File: src/rtl/non_max_sup_if.sv
// Read/write/control bundle between the NMS core and its source/destination buffers.
interface non_max_sup_if #(
    parameter int unsigned COORD_BITS = 3,
    parameter int unsigned PXL_BITS   = 12
);
    logic                       run;
    logic                       done;
    logic                       rd_en;
    logic [COORD_BITS-1:0]      rd_x;
    logic [COORD_BITS-1:0]      rd_y;
    logic [9*PXL_BITS-1:0]      rd_data_flat;
    logic [1:0]                 rd_dir;
    logic                       wr_en;
    logic [COORD_BITS-1:0]      wr_x;
    logic [COORD_BITS-1:0]      wr_y;
    logic signed [PXL_BITS-1:0] wr_data_pxl;

    modport master (
        input  run, rd_data_flat, rd_dir,
        output done, rd_en, rd_x, rd_y, wr_en, wr_x, wr_y, wr_data_pxl
    );

    modport slave (
        output run, rd_data_flat, rd_dir,
        input  done, rd_en, rd_x, rd_y, wr_en, wr_x, wr_y, wr_data_pxl
    );
endinterface

File: src/rtl/non_max_sup.sv
// Raster-scan non-maximum suppression: keeps a gradient pixel only if its magnitude
// is at least that of both neighbours along its quantised gradient direction.
module non_max_sup #(
    parameter int unsigned IMG_WD     = 8,
    parameter int unsigned IMG_HT     = 8,
    parameter int unsigned COORD_BITS = 3,
    parameter int unsigned PXL_BITS   = 12
) (
    input  logic             clk,
    input  logic             rst,
    non_max_sup_if.master    bus
);
    localparam int unsigned MAG_W = PXL_BITS + 1;
    localparam logic [COORD_BITS-1:0] X_MAX = COORD_BITS'(IMG_WD - 1);
    localparam logic [COORD_BITS-1:0] Y_MAX = COORD_BITS'(IMG_HT - 1);

    typedef enum logic [1:0] {IDLE, SCAN, DRAIN, DONE} state_t;

    state_t                 state;
    logic [COORD_BITS-1:0]  x_cnt;
    logic [COORD_BITS-1:0]  y_cnt;
    logic                   s1_valid;
    logic [COORD_BITS-1:0]  s1_x;
    logic [COORD_BITS-1:0]  s1_y;

    logic signed [PXL_BITS-1:0] win [9];
    logic signed [PXL_BITS-1:0] nb_a;
    logic signed [PXL_BITS-1:0] nb_b;
    logic                       is_border;
    logic signed [PXL_BITS-1:0] nms_c;

    // One extra bit so the most negative value has a representable magnitude
    function automatic logic [MAG_W-1:0] mag(input logic signed [PXL_BITS-1:0] v);
        logic signed [MAG_W-1:0] e;
        e = MAG_W'(v);
        return e[MAG_W-1] ? MAG_W'(-e) : MAG_W'(e);
    endfunction

    // Suppression decision on the window returned for the stage-1 pixel
    always_comb begin
        nms_c = '0;
        nb_a  = '0;
        nb_b  = '0;
        for (int i = 0; i < 9; i++) begin
            win[i] = bus.rd_data_flat[i*PXL_BITS +: PXL_BITS];
        end
        case (bus.rd_dir)
            2'd0:    begin nb_a = win[3]; nb_b = win[5]; end
            2'd1:    begin nb_a = win[2]; nb_b = win[6]; end
            2'd2:    begin nb_a = win[1]; nb_b = win[7]; end
            default: begin nb_a = win[0]; nb_b = win[8]; end
        endcase
        is_border = (s1_x == '0) || (s1_x == X_MAX) || (s1_y == '0) || (s1_y == Y_MAX);
        if (!is_border && (mag(win[4]) >= mag(nb_a)) && (mag(win[4]) >= mag(nb_b))) begin
            nms_c = win[4];
        end
    end

    always_ff @(posedge clk) begin
        if (rst) begin
            state           <= IDLE;
            x_cnt           <= '0;
            y_cnt           <= '0;
            s1_valid        <= 1'b0;
            s1_x            <= '0;
            s1_y            <= '0;
            bus.done        <= 1'b0;
            bus.rd_en       <= 1'b0;
            bus.rd_x        <= '0;
            bus.rd_y        <= '0;
            bus.wr_en       <= 1'b0;
            bus.wr_x        <= '0;
            bus.wr_y        <= '0;
            bus.wr_data_pxl <= '0;
        end else begin
            // Pipeline advances independently of run so in-flight pixels always complete
            s1_valid        <= bus.rd_en;
            s1_x            <= bus.rd_x;
            s1_y            <= bus.rd_y;
            bus.wr_en       <= s1_valid;
            bus.wr_x        <= s1_x;
            bus.wr_y        <= s1_y;
            bus.wr_data_pxl <= s1_valid ? nms_c : '0;
            bus.rd_en       <= 1'b0;

            case (state)
                IDLE: begin
                    if (bus.run) state <= SCAN;
                end
                SCAN: begin
                    if (bus.run) begin
                        bus.rd_en <= 1'b1;
                        bus.rd_x  <= x_cnt;
                        bus.rd_y  <= y_cnt;
                        if (x_cnt == X_MAX) begin
                            x_cnt <= '0;
                            if (y_cnt == Y_MAX) begin
                                state <= DRAIN;
                            end else begin
                                y_cnt <= y_cnt + 1'b1;
                            end
                        end else begin
                            x_cnt <= x_cnt + 1'b1;
                        end
                    end
                end
                DRAIN: begin
                    if (bus.wr_en && (bus.wr_x == X_MAX) && (bus.wr_y == Y_MAX)) begin
                        state    <= DONE;
                        bus.done <= 1'b1;
                    end
                end
                DONE: begin
                    if (!bus.run) begin
                        state    <= IDLE;
                        bus.done <= 1'b0;
                        x_cnt    <= '0;
                        y_cnt    <= '0;
                        bus.rd_x <= '0;
                        bus.rd_y <= '0;
                    end
                end
                default: state <= IDLE;
            endcase
        end
    end
endmodule

File: src/flat_wrapper.sv
// flat-port wrapper written by rule: the top's interface ports become plain ports
module non_max_sup_flat 
#(
    parameter int unsigned IMG_WD     = 8,
    parameter int unsigned IMG_HT     = 8,
    parameter int unsigned COORD_BITS = 3,
    parameter int unsigned PXL_BITS   = 12
)
  (clk, rst, bus_run, bus_rd_data_flat, bus_rd_dir, bus_done, bus_rd_en, bus_rd_x, bus_rd_y, bus_wr_en, bus_wr_x, bus_wr_y, bus_wr_data_pxl);
  non_max_sup_if #(.COORD_BITS(COORD_BITS), .PXL_BITS(PXL_BITS)) bus_i ();
  input  logic clk;
  input  logic rst;
  input wire logic [$bits(bus_i.run)-1:0] bus_run;
  input wire logic [$bits(bus_i.rd_data_flat)-1:0] bus_rd_data_flat;
  input wire logic [$bits(bus_i.rd_dir)-1:0] bus_rd_dir;
  output wire logic [$bits(bus_i.done)-1:0] bus_done;
  output wire logic [$bits(bus_i.rd_en)-1:0] bus_rd_en;
  output wire logic [$bits(bus_i.rd_x)-1:0] bus_rd_x;
  output wire logic [$bits(bus_i.rd_y)-1:0] bus_rd_y;
  output wire logic [$bits(bus_i.wr_en)-1:0] bus_wr_en;
  output wire logic [$bits(bus_i.wr_x)-1:0] bus_wr_x;
  output wire logic [$bits(bus_i.wr_y)-1:0] bus_wr_y;
  output wire logic [$bits(bus_i.wr_data_pxl)-1:0] bus_wr_data_pxl;
  assign bus_i.run = bus_run;
  assign bus_i.rd_data_flat = bus_rd_data_flat;
  assign bus_i.rd_dir = bus_rd_dir;
  assign bus_done = bus_i.done;
  assign bus_rd_en = bus_i.rd_en;
  assign bus_rd_x = bus_i.rd_x;
  assign bus_rd_y = bus_i.rd_y;
  assign bus_wr_en = bus_i.wr_en;
  assign bus_wr_x = bus_i.wr_x;
  assign bus_wr_y = bus_i.wr_y;
  assign bus_wr_data_pxl = bus_i.wr_data_pxl;
  non_max_sup #(.IMG_WD(IMG_WD), .IMG_HT(IMG_HT), .COORD_BITS(COORD_BITS), .PXL_BITS(PXL_BITS)) u_core (.clk(clk), .rst(rst), .bus(bus_i));
endmodule
File: config.mk
export PLATFORM = sky130hd
export DESIGN_NAME = non_max_sup_flat
export DESIGN_NICKNAME = d
export VERILOG_FILES = /design/src/rtl/non_max_sup_if.sv /design/src/rtl/non_max_sup.sv /design/src/flat_wrapper.sv
export SDC_FILE = /design/constraint.sdc
export NUM_CORES = 1
export LEC_CHECK = 0
export CORE_MARGIN = 1
export CORE_UTILIZATION = 34
export CTS_CLUSTER_DIAMETER = 80
export DETAILED_ROUTE_END_ITERATION = 10
export PLACE_DENSITY = 0.68
export SYNTH_ARGS = -nofsm -noshare
export SYNTH_HDL_FRONTEND = slang
export SYNTH_SLANG_ARGS = --single-unit
File: constraint.sdc
create_clock -name clk -period 5.05 [get_ports clk]
set_input_delay 1.01 -clock clk [delete_from_list [all_inputs] [get_ports clk]]
set_output_delay 1.01 -clock clk [all_outputs]
set_load 0.02 [all_outputs]
## Word-level counts from Yosys, hierarchy flattened

Cells that the tools add are included.

| storage, ports and cells | value |
|---|---|
| output and inout bits | 27 |
| register bits after elaboration | 42 |

| cells by class | value |
|---|---|
| add/sub/neg operators | 5 |
| $lt $le $gt $ge | 2 |
| reduce and logical (&&, ||, !) cells | 20 |
| equal/unequal tests | 18 |
| muxes and demuxes | 28 |
| bitwise logic cells | 3 |

Operators with widths:

| kind | count |
|---|---|
| one-hot mux 12 bit (3 select lines) | 2 |
| two-way mux 13 bit | 3 |
| negation 12 -> 13 bit | 3 |
| >= comparator 13 bit | 2 |
| two-way mux 3 bit | 8 |
| one-hot mux 3 bit (2 select lines) | 4 |
| == test 3 bit (second input constant) | 6 |
| two-way mux 2 bit | 6 |
| inequality test 2 bit (second input constant) | 4 |
| one-hot mux 2 bit (4 select lines) | 1 |
| adder 3 x 1 -> 3 bit (second input constant) | 2 |
| == test 2 bit (second input constant) | 3 |
| zero test 3 bit | 2 |
| inequality test 2 x 1 -> 1 bit (second input constant) | 3 |
| AND reduction 3 bit | 2 |
| AND reduction 6 bit | 1 |
| AND reduction 5 bit | 1 |
| == test 2 x 1 -> 1 bit (second input constant) | 2 |
| logical AND 1 bit | 4 |
| zero test 2 bit | 2 |
| nonzero test 2 bit | 2 |
| logical OR 1 bit | 3 |
| two-way mux 1 bit | 3 |
| NOT 1 bit | 3 |
| other kinds (4) | 4 |

## Depth between registers and ports, before layout

| depth | value |
|---|---|
| depth after elaboration | 9 |
| depth in mapped cells | 18 |

## Least setup slack after synthesis

Ideal clock, no wire load.

| timing | value |
|---|---|
| path type | input port to flip-flop |
| from | input bus_rd_dir[0] |
| to | register u_core.bus.wr_data_pxl[10] |
| library setup time | 0.128 ns |
| setup slack | 0.611 ns |
| cell stages on the path | 17 |
| arrival | 4.312 ns |
| path buffers | 2 |
| cells stage by stage | buf_6 mux4_2 inv_1 ha_1 nand2_1 a2111oi_0 a31oi_1 or2_2 o31ai_1 xor2_1 ha_1 and3_1 a221oi_1 o21ai_0 a21oi_1 clkbuf_1 nor2_1 |

| on the way | value |
|---|---|
| cells in the longest elaborated chain, start to end | 9 |

Ends and longest elaborated chain:

| item | line | RTL |
|---|---|---|
| start: declaration | flat_wrapper.sv:15 | `input wire logic [$bits(bus_i.rd_dir)-1:0] bus_rd_dir;` |
| == test 2 bit, or another cell as far along | non_max_sup.sv:47 | `case (bus.rd_dir)` |
| one-hot mux 12 bit (3 select lines) | non_max_sup.sv:47 |  |
| negation 12 -> 13 bit | non_max_sup.sv:36 | `return e[MAG_W-1] ? MAG_W'(-e) : MAG_W'(e);` |
| two-way mux 13 bit | non_max_sup.sv:36 |  |
| >= comparator 13 bit | non_max_sup.sv:54 | `if (!is_border && (mag(win[4]) >= mag(nb_a)) && (mag(win[4]) >= mag(nb_b))) begin` |
| logical AND 1 bit | non_max_sup.sv:54 |  |
| logical AND 1 bit * | non_max_sup.sv:54 |  |
| NOT 1 bit (no line) * | - |  |
| OR reduction 3 bit (no line) * | - |  |
| end signal: assignment | non_max_sup.sv:83 | `bus.wr_data_pxl <= s1_valid ? nms_c : '0;` |
| end: declaration | non_max_sup_if.sv:20 | `output done, rd_en, rd_x, rd_y, wr_en, wr_x, wr_y, wr_data_pxl` |

Every way passes the cells marked *; elsewhere a longest branch is shown, timed or not.
A chain may end at the register's enable or synchronous reset.

## Final worst setup path

| timing | value |
|---|---|
| from | input bus_rd_data_flat[85] |
| to | register u_core.bus.wr_data_pxl[0] |

| on the way | value |
|---|---|
| cells in the longest elaborated chain, start to end | 7 |

Ends and longest elaborated chain:

| item | line | RTL |
|---|---|---|
| start: declaration | flat_wrapper.sv:14 | `input wire logic [$bits(bus_i.rd_data_flat)-1:0] bus_rd_data_flat;` |
| one-hot mux 12 bit (3 select lines) * | non_max_sup.sv:47 |  |
| negation 12 -> 13 bit | non_max_sup.sv:36 |  |
| two-way mux 13 bit * | non_max_sup.sv:36 |  |
| >= comparator 13 bit * | non_max_sup.sv:54 |  |
| logical AND 1 bit * | non_max_sup.sv:54 |  |
| NOT 1 bit (no line) * | - |  |
| OR reduction 3 bit (no line) * | - |  |

Marks and branches as above.

==> impl_metrics.env <==
export IMPL_outcome="completed"
export IMPL_vdd_drop_max_mv=0.1101
export IMPL_die_w_um=102.7
export IMPL_ys_seq_area_share_pct=24.39
export IMPL_pre_cts_ws_ps=114.8
export IMPL_nets=659
export IMPL_max_cap_violations=0
export IMPL_cts_resized=0
export IMPL_layout_setup_ws_ps=387.8
export IMPL_setup_tns_ps=0
export IMPL_io_pins=140
export IMPL_period_minus_slack_ps=4662
export IMPL_finalMaxSlewViolations=0
export IMPL_post_route_period_util_pct=92.32
export IMPL_cts_max_level=2
export IMPL_multi_input_area_um2=2494
export IMPL_drt_pass1_iter_count=4
export IMPL_drive_gt1_share_pct=8.448
export IMPL_synth_top_cell_area_share_pct=24.39
export IMPL_drc=0
export IMPL_async_flop_share_pct=0
export IMPL_grt_ovfl_total=0
export IMPL_dieArea_um2=10550
export IMPL_cts_sink_count=42
export IMPL_std_cell_rows=36
export IMPL_diodes=0
export IMPL_cts_hold_buf=0
export IMPL_worstMarginPinSlew_ps=846.1
export IMPL_end_kind="flip-flop"
export IMPL_final_common_cell="clkdlybuf4s50_1"
export IMPL_path_clk_slew_ps=90
export IMPL_grt_pass1_wl_um=14370
export IMPL_synth_edf_count=0
export IMPL_antenna_found_initial=0
export IMPL_port_buffers=139
export IMPL_leakagePower_nw=2.012
export IMPL_globalplace_congestion=0.7815
export IMPL_fmax_mhz=214.5
export IMPL_synth_area_um2=3447
export IMPL_post_cts_buffers=0
export IMPL_grtUsageTotal_pct=17.30
export IMPL_grt_max_degree=31
export IMPL_ctsRootBufferMaster="clkbuf_8"
export IMPL_rsz0062_at_grt="false"
export IMPL_cp_max_fo=12
export IMPL_finalSetupViolations=0
export IMPL_yosysWarnings=0
export IMPL_final_antenna_net_count=0
export IMPL_vias=3302
export IMPL_area_delta_synth_final_pct=47.08
export IMPL_die_h_um=102.7
export IMPL_regArea_um2=840.8
export IMPL_synth_cell_types=49
export IMPL_fp_coreArea_um2=9819
export IMPL_start_util_pct=35.10
export IMPL_via_per_inst=5.143
export IMPL_crit_top_cell="ha_1"
export IMPL_crit_type="input port to flip-flop"
export IMPL_route_detailed_wl_per_inst_um=14.23
export IMPL_syn_inst=371
export IMPL_synth_main_ff_cell="dfxtp_1"
export IMPL_drtIter0Drc=94
export IMPL_cp_slowest_cell="mux4_1"
export IMPL_p_per_area_nw_per_um2=235.4
export IMPL_worstPathRequired_ps=5240
export IMPL_layout_common_cells="clkdlybuf4s50_1, dfxtp_1, ha_1, nand2_1, nor2_1"
export IMPL_clk_path_buf_depth=2
export IMPL_wirelength_um=9135
export IMPL_ys_ff_latch=42
export IMPL_max_slew_margin_pct=43.35
export IMPL_numCtsBuffers=5
export IMPL_worstSetupStartpointType="input port"
export IMPL_fillers=939
export IMPL_clk_latency_ps=300
export IMPL_finalHoldViolations=0
export IMPL_syn_area_per_cell_um2=9.291
export IMPL_synth_area_leaders="dfxtp_1, ha_1, mux4_2"
export IMPL_cts_tree="yes"
export IMPL_dp_hpwl_um=7945
export IMPL_synth_top_cell_by_area="dfxtp_1"
export IMPL_clock_skew_ps=7.348
export IMPL_path_cells="clkdlybuf4s50_1, mux4_1, inv_1, ha_1, nand2_1, a2111oi_0, a31oi_1, or2_2, o31ai_1, xor2_1, ha_1, and3_1, a221oi_1, o21ai_0, a21oi_1, buf_4, nor2_1"
export IMPL_min_path_type="flip-flop to flip-flop"
export IMPL_arrival_ps=4850
export IMPL_max_stage_delay_ps=550
export IMPL_grt_pass1_vias=3274
## cells by family after synthesis
group	after synthesis	synth area share [%]
muxes	32	18.37
AOI/OAI and AO/OA	58	11.76
xor gates and xnor gates	27	6.860
DFF	42	24.39
adders and majority gates	38	13.79
and+or+nand+nor	144	21.13
other	2	0.2179
buffers and inverters	28	3.485
## per-stage QoR
step	cells	total power (W)	area (um^2)	hold slack (ps)	util, %
finish	642	0.001193	5070	479.4	51.63
floorplan	373	0.0007708	3455	444.4	-
CTS	642	0.001203	5070	478.4	51.63
detailed placement	634	0.0009791	4977	468.9	50.69
global route	642	0.001291	5070	498.0	51.63
global placement	634	0.0009585	4977	463.4	50.69
## synthesized netlist by cell type, types with 3 or more instances
master / number
nor2b_1: 22
mux2i_1: 7
ha_1: 38
xnor2_1: 13
buf_2: 3
nor3_1: 9
clkbuf_1: 13
inv_1: 10
o211ai_1: 3
dfxtp_1: 42
o21ai_0: 11
a21o_1: 8
or3_1: 5
nand2_1: 36
mux4_2: 17
nor2_1: 36
nand4_1: 5
a21oi_1: 9
nand2b_1: 9
xor2_1: 14
or2_2: 6
a2111oi_0: 9
nand3_1: 4
o31ai_1: 5
mux4_1: 6
and3_1: 3
## final timing paths
path | endpoint | from | cells past startpoint | slack (ps)
worst max register to register | u_core.state[0] | u_core.state[1] | 6 | 3200
worst max-delay path | u_core.bus.wr_data_pxl[0] | bus_rd_data_flat[85] | 17 | 390
worst min register to register | u_core.bus.wr_x[1] | u_core.s1_x[1] | 1 | 480
worst min-delay path | u_core.bus.wr_x[1] | u_core.s1_x[1] | 1 | 480
## sequential cells by signal, summed over array words and instances, names as in the netlist
| name | flops |
|---|---|
| u_core.bus.done | 1 |
| u_core.bus.rd_en | 1 |
| u_core.bus.rd_x | 3 |
| u_core.bus.rd_y | 3 |
| u_core.bus.wr_data_pxl | 12 |
| u_core.bus.wr_en | 1 |
| u_core.bus.wr_x | 3 |
| u_core.bus.wr_y | 3 |
| u_core.s1_valid | 1 |
| u_core.s1_x | 3 |
| u_core.s1_y | 3 |
| u_core.state | 2 |
| u_core.x_cnt | 3 |
| u_core.y_cnt | 3 |
## area by class of cell
type,instances,share of cell area (%)
clock inverter,3,0.4689
sequential,42,16.58
timing repair buffer,146,28.38
inverter,10,0.7404
tap,133,3.282
clock buffer,5,1.357
multi-input combinational,303,49.19
## report_power, final
part,switching [W],internal [W]
clock,0.000125,0.0000989
sequential,0.0000346,0.000371
combinational,0.000268,0.000296
## critical path, delay by kind of cell
kind | cells | cell delay (ps)
compound gates | 6 | 1290
buf+inv | 3 | 710
simple gates | 4 | 650
mux | 1 | 550
fa+ha+maj | 2 | 450
xor+xnor | 1 | 190
## layer usage
| layer | wire (um) | track usage (%) |
|---|---|---|
| met1 | 3751 | 20.18 |
| met5 | 0 | 0 |
| met4 | 119 | 4.725 |
| met3 | 378 | 2.508 |
| met2 | 4885 | 32.67 |
Power figures use the tool's default switching activity.
